$ cat config.mk
export PLATFORM = sky130hd
export DESIGN_NAME = pb_conditioner
export DESIGN_NICKNAME = d
export VERILOG_FILES = /design/src/rtl/pb_pkg.sv /design/src/rtl/pb_channel.sv /design/src/rtl/pb_conditioner.sv
export SDC_FILE = /design/constraint.sdc
export NUM_CORES = 1
export LEC_CHECK = 0
export BUFFER_PORTS_ARGS = -buffer_cell sky130_fd_sc_hd__buf_2
export CELL_PAD_IN_SITES_DETAIL_PLACEMENT = 0
export CELL_PAD_IN_SITES_GLOBAL_PLACEMENT = 1
export CORE_MARGIN = 8
export CORE_UTILIZATION = 40
export DETAILED_ROUTE_END_ITERATION = 6
export PLACE_DENSITY_LB_ADDON = 0.1
export SYNTH_ARGS = -nofsm -noshare
export SYNTH_HDL_FRONTEND = slang
export SYNTH_SLANG_ARGS = --single-unit
export TNS_END_PERCENT = 50
$ cat constraint.sdc
create_clock -name clk -period 3.4 [get_ports clk]
set_clock_uncertainty 0.15 [all_clocks]
set_input_delay 0.51 -clock clk [delete_from_list [all_inputs] [get_ports clk]]
set_output_delay 0.51 -clock clk [all_outputs]
set_load 0.01 [all_outputs]
$ cat src/rtl/pb_pkg.sv
// Shared types, default parameters and width helper for the push-button conditioner.
// Auto-repeat logic is built only when PB_AUTOREPEAT_EN is defined.
package pb_pkg;

    typedef enum logic [1:0] {
        IDLE,
        HOLD,
        REPEAT
    } rep_state_e;

    localparam int PB_N_BTN     = 5;
    localparam int PB_TICK_DIV  = 65536;
    localparam int PB_DB_TICKS  = 4;
    localparam int PB_REP_DELAY = 64;
    localparam int PB_REP_RATE  = 16;

    // Bits needed to hold the values 0..max_val, never less than one.
    function automatic int cnt_width(input int max_val);
        return (max_val < 1) ? 1 : $clog2(max_val + 1);
    endfunction

endpackage

$ cat src/rtl/pb_channel.sv
// One button channel: tick-sampled debounce, level and press-pulse registers,
// plus the auto-repeat FSM when PB_AUTOREPEAT_EN is defined.
module pb_channel
    import pb_pkg::*;
#(
    parameter int DB_TICKS  = PB_DB_TICKS,
    parameter int REP_DELAY = PB_REP_DELAY,
    parameter int REP_RATE  = PB_REP_RATE
) (
    input  logic clk,
    input  logic rst,
    input  logic tick,
    input  logic s,
    output logic level,
    output logic pulse,
    output logic pulse_set
);

    localparam int DB_W = cnt_width(DB_TICKS);

    logic [DB_W-1:0] db_cnt_q;
    logic [DB_W-1:0] db_cnt_d;
    logic            level_d;
    logic            rise;

    // NOTE: every output of a combinational block gets a default first; a
    // path that leaves one unassigned would infer a latch.
    always_comb begin
        db_cnt_d = db_cnt_q;
        level_d  = level;
        if (tick) begin
            if (s != level) begin
                if (db_cnt_q == DB_W'(DB_TICKS)) begin
                    level_d  = ~level;
                    db_cnt_d = '0;
                end else begin
                    db_cnt_d = db_cnt_q + 1'b1;
                end
            end else begin
                db_cnt_d = '0;
            end
        end
    end

    assign rise = level_d & ~level;

`ifdef PB_AUTOREPEAT_EN
    localparam int REP_MAX = (REP_DELAY > REP_RATE) ? REP_DELAY : REP_RATE;
    localparam int REP_W   = cnt_width(REP_MAX);

    rep_state_e       state_q;
    rep_state_e       state_d;
    logic [REP_W-1:0] rep_cnt_q;
    logic [REP_W-1:0] rep_cnt_d;
    logic [REP_W-1:0] rep_inc;
    logic             fall;
    logic             rep_pulse;

    assign fall    = level & ~level_d;
    assign rep_inc = (rep_cnt_q == REP_W'(REP_MAX)) ? rep_cnt_q : rep_cnt_q + 1'b1;

    // A release always wins over a repeat due on the same tick.
    always_comb begin
        state_d   = state_q;
        rep_cnt_d = rep_cnt_q;
        rep_pulse = 1'b0;
        unique case (state_q)
            IDLE: begin
                if (rise) begin
                    state_d   = HOLD;
                    rep_cnt_d = '0;
                end
            end
            HOLD: begin
                if (fall) begin
                    state_d   = IDLE;
                    rep_cnt_d = '0;
                end else if (tick) begin
                    if (rep_inc >= REP_W'(REP_DELAY)) begin
                        state_d   = REPEAT;
                        rep_cnt_d = '0;
                        rep_pulse = 1'b1;
                    end else begin
                        rep_cnt_d = rep_inc;
                    end
                end
            end
            REPEAT: begin
                if (fall) begin
                    state_d   = IDLE;
                    rep_cnt_d = '0;
                end else if (tick) begin
                    if (rep_inc >= REP_W'(REP_RATE)) begin
                        rep_cnt_d = '0;
                        rep_pulse = 1'b1;
                    end else begin
                        rep_cnt_d = rep_inc;
                    end
                end
            end
            default: begin
                state_d   = IDLE;
                rep_cnt_d = '0;
            end
        endcase
    end

    always_ff @(posedge clk or posedge rst) begin
        if (rst) begin
            state_q   <= IDLE;
            rep_cnt_q <= '0;
        end else begin
            state_q   <= state_d;
            rep_cnt_q <= rep_cnt_d;
        end
    end

    assign pulse_set = rise | rep_pulse;
`else
    // Repeat parameters stay on the port list so both builds instantiate alike.
    logic unused_rep_cfg;
    assign unused_rep_cfg = (REP_DELAY > 0) ^ (REP_RATE > 0);
    assign pulse_set      = rise;
`endif

    // NOTE: sequential state uses non-blocking assignments so every register
    // samples pre-edge values regardless of process evaluation order.
    always_ff @(posedge clk or posedge rst) begin
        if (rst) begin
            db_cnt_q <= '0;
            level    <= 1'b0;
            pulse    <= 1'b0;
        end else begin
            db_cnt_q <= db_cnt_d;
            level    <= level_d;
            pulse    <= pulse_set;
        end
    end

endmodule

$ cat src/rtl/pb_conditioner.sv
// Multi-channel push-button conditioner: synchronisers, shared sample tick,
// per-channel debounce/pulse, registered pb_any. Optional repeat: PB_AUTOREPEAT_EN.
module pb_conditioner
    import pb_pkg::*;
#(
    parameter int N_BTN     = PB_N_BTN,
    parameter int TICK_DIV  = PB_TICK_DIV,
    parameter int DB_TICKS  = PB_DB_TICKS,
    parameter int REP_DELAY = PB_REP_DELAY,
    parameter int REP_RATE  = PB_REP_RATE
) (
    input  logic             clk,
    input  logic             rst,
    input  logic [N_BTN-1:0] pb_raw,
    output logic [N_BTN-1:0] pb_level,
    output logic [N_BTN-1:0] pb_pulse,
    output logic             pb_any,
    output logic             tick
);

    localparam int TICK_W = cnt_width(TICK_DIV - 1);

    logic [N_BTN-1:0]  sync_q;
    logic [N_BTN-1:0]  s;
    logic [N_BTN-1:0]  pulse_set;
    logic [TICK_W-1:0] tick_cnt;

    // Two-flop synchroniser per button; pb_raw is asynchronous to clk.
    always_ff @(posedge clk or posedge rst) begin
        if (rst) begin
            sync_q <= '0;
            s      <= '0;
        end else begin
            sync_q <= pb_raw;
            s      <= sync_q;
        end
    end

    assign tick = (tick_cnt == TICK_W'(TICK_DIV - 1));

    always_ff @(posedge clk or posedge rst) begin
        if (rst) begin
            tick_cnt <= '0;
        end else if (tick) begin
            tick_cnt <= '0;
        end else begin
            tick_cnt <= tick_cnt + 1'b1;
        end
    end

    for (genvar i = 0; i < N_BTN; i++) begin : g_ch
        pb_channel #(
            .DB_TICKS  (DB_TICKS),
            .REP_DELAY (REP_DELAY),
            .REP_RATE  (REP_RATE)
        ) u_ch (
            .clk       (clk),
            .rst       (rst),
            .tick      (tick),
            .s         (s[i]),
            .level     (pb_level[i]),
            .pulse     (pb_pulse[i]),
            .pulse_set (pulse_set[i])
        );
    end

    // Built from the same next-state terms as pb_pulse so the two stay aligned.
    always_ff @(posedge clk or posedge rst) begin
        if (rst) begin
            pb_any <= 1'b0;
        end else begin
            pb_any <= |pulse_set;
        end
    end

endmodule

==> flow_metrics.env <==
export IMPL_run_status="completed"
export IMPL_timing_final_ws_setup_ns=0.6297
export IMPL_avgViaCountPerCell=5.123
export IMPL_holdWs_ns=0.1625
export IMPL_numCtsBuffers=5
export IMPL_placed_instances=302
export IMPL_num_antenna_cells=0
export IMPL_cts_path_max_buffers=2
export IMPL_ys_types=36
export IMPL_grt_remaining_overflow=0
export IMPL_syn_inst=222
export IMPL_n_fill_cell=551
export IMPL_fin_crit_ns=2.770
export IMPL_timing_critical_path_arrival_ns=2.11
export IMPL_critical_path_endpoint_type="output port"
export IMPL_iter_0_drt_violations=56
export IMPL_pre_cts_ws_ns=0.9440
export IMPL_first_global_vias=1593
export IMPL_tritoncts="built"
export IMPL_number_of_synthesis_warnings=0
export IMPL_netlist_area_um2=2424
export IMPL_synth_net_count=240
export IMPL_die_height_um=93.84
export IMPL_critical_path_required_ns=2.74
export IMPL_global_route_usage_total=0.1061
export IMPL_vdd_ir_drop_max_v=0.0001672
export IMPL_setup_violations=0
export IMPL_setup_repair_after_global_routing_missed_its_margin="false"
export IMPL_cellPowerDensity_nw_per_um2=398.5
export IMPL_finalSetupTns_ns=0
export IMPL_post_route_non_filler_standard_cell_count=308
export IMPL_power_leakage_uw=0.001259
export IMPL_worstSkewPairLatency_ns=0.30
export IMPL_worstPathMaxFanout=15
export IMPL_postRouteAntennaNets=0
export IMPL_reg2reg_from="tick_cnt[0]$_DFF_PP0_"
export IMPL_syn_area_per_cell_um2=10.92
export IMPL_holdBufCountCts=0
export IMPL_clock_sinks=52
export IMPL_io_pins=19
export IMPL_initial_utilization=0.4118
export IMPL_route_vias_total=1578
export IMPL_initial_antenna_violation_count=0
export IMPL_layout_drive_gt1_share=0.1459
export IMPL_post_route_drc_count=0
export IMPL_first_pass_grt_wire_length_um=7424
export IMPL_coreArea_um2=5886
export IMPL_timing_final_max_slew_violations=0
export IMPL_synth_area_leaders="dfrtp_1, ha_1, nand3_1"
export IMPL_die_width_um=93.84
export IMPL_max_cap_violations=0
export IMPL_cts_h_tree_depth=2
export IMPL_wire_per_inst_um=14.00
export IMPL_hold_violations=0
export IMPL_resized_cells_post_cts=0
export IMPL_synth_largest_area_cell="dfrtp_1"
export IMPL_post_route_period_util=0.8148
export IMPL_largest_net_degree_at_the_start_of_global_routing=53
export IMPL_crit_path_start_kind="flip-flop"
export IMPL_rows=28
export IMPL_placement_io_buffers=18
export IMPL_finish_net_count=252
export IMPL_first_pass_iters=4
export IMPL_worst_hold_path_type="input port to flip-flop"
export IMPL_area_delta_synth_final_pct=7.950
export IMPL_timing_max_slew_rel_slack=0.2776
export IMPL_postSynthRegisterBits=52
export IMPL_synth_top_cell_area_share=0.5369
export IMPL_die_area_um2=8806
export IMPL_dp_final_hpwl_um=3072
export IMPL_gpl_final_weighted_congestion=0.7783
export IMPL_path_class="flip-flop to output port"
export IMPL_hold_path_startpoint="pb_raw[2]"
export IMPL_root_driver="clkbuf_8"
export IMPL_synth_seq_area_share=0.5369
export IMPL_fmax_ghz=0.3610
export IMPL_routed_wl_um=4312
export IMPL_tightest_slew_ns=1.084
export IMPL_path_clk_slew_ns=0.08
export IMPL_critPathLaunch="tick_cnt[0]$_DFF_PP0_"
export IMPL_post_cts_setup_buffers=0
layout by cell type (no fill, tap or decap), types with 3 or more instances in the layout:
master    instances
nand2_1          21
nor2_1           13
clkbuf_8          5
buf_2            18
nand3_1          19
dfrtp_1          52
nor4_1            3
nor3b_1           4
nand4_1           4
o21ai_0          14
ha_1             11
a21oi_1           3
nand4b_1          8
inv_1            14
mux2_1            3
xor2_1           10
xnor2_1           6
final timing paths:
| kind | depth (start not counted) | slack, ns | endpoint |
|---|---|---|---|
| max | 5 | 0.63 | tick |
| min | 1 | 0.16 | sync_q[2]$_DFF_PP0_ |
| max reg2reg | 5 | 1.11 | g_ch[1].u_ch.level$_DFF_PP0_ |
| min reg2reg | 0 | 0.20 | s[4]$_DFF_PP0_ |
| max in group asynchronous | 2 | 2.11 | tick_cnt[0]$_DFF_PP0_ |
| min in group asynchronous | 2 | 0.32 | g_ch[2].u_ch.level$_DFF_PP0_ |
through the flow:
step	cell area, um^2	total power (uW)	util
2_1_floorplan	2424	652.8	-
3_3_place_gp	2517	660.5	0.4277
3_5_place_dp	2517	661.6	0.4277
4_1_cts	2616	1061	0.4445
5_1_grt	2616	1088	0.4445
6_report	2616	1043	0.4445
registers in the layout, indices dropped and copies added (netlist names):
| name | count |
|---|---|
| sync_q | 5 |
| g_ch.u_ch.level | 5 |
| tick_cnt | 16 |
| g_ch.u_ch.db_cnt_q | 15 |
| pb_any | 1 |
| s | 5 |
| g_ch.u_ch.pulse | 5 |
power by group:
group          switching, uW  internal (uW)  total [uW]
registers               3.25            624         627
logic                   16.2           4.77        21.0
clock network            183            211         394
cells by family after synthesis:
group,after synthesis,synth area share
AO/OA/AOI/OAI,24,0.05886
adder cells (fa/ha/maj),11,0.05679
flip-flops,52,0.5369
multiplexers,4,0.01858
AND/OR/NAND/NOR,85,0.2044
XOR/XNOR,16,0.05782
buffers and inverters,30,0.06659
critical path, stage by stage, from the launching register on:
cell     delay [ns]
dfrtp_1        0.41
ha_1           0.27
nand4_1        0.20
or4_1          0.70
inv_1          0.11
buf_2          0.13
cell usage after synthesis, drive strengths merged:
cell	instances
and2	1
a21o	1
ha	11
and3	1
nor3	2
mux2	4
clkbuf	1
a31oi	1
nand2	21
inv	15
buf	14
a21oi	4
xor2	10
nand3	20
a21bo	1
or4	3
o311a	1
xnor2	6
nand4	5
nand4b	8
o31ai	2
o21ai	14
or3	2
nor3b	4
nor2	13
nand3b	1
dfrtp	52
nor4	4
layer usage:
metal | track usage | part of all wire
met2 | 0.1692 | 0.48
met5 | 0 | 0
met1 | 0.1249 | 0.46
met4 | 0.05548 | 0.018
met3 | 0.03357 | 0.047
final cells by class:
| type | count | area [um^2] | share of cell area |
|---|---|---|---|
| Clock inverter | 1 | 30.03 | 0.01148 |
| Multi-Input combinational cell | 140 | 960.9 | 0.3673 |
| Clock buffer | 5 | 68.82 | 0.02630 |
| Timing Repair Buffer | 20 | 105.1 | 0.04017 |
| Sequential cell | 52 | 1301 | 0.4974 |
| Tap cell | 75 | 93.84 | 0.03587 |
| Inverter | 15 | 56.30 | 0.02152 |
Power figures use the tool's default switching activity.
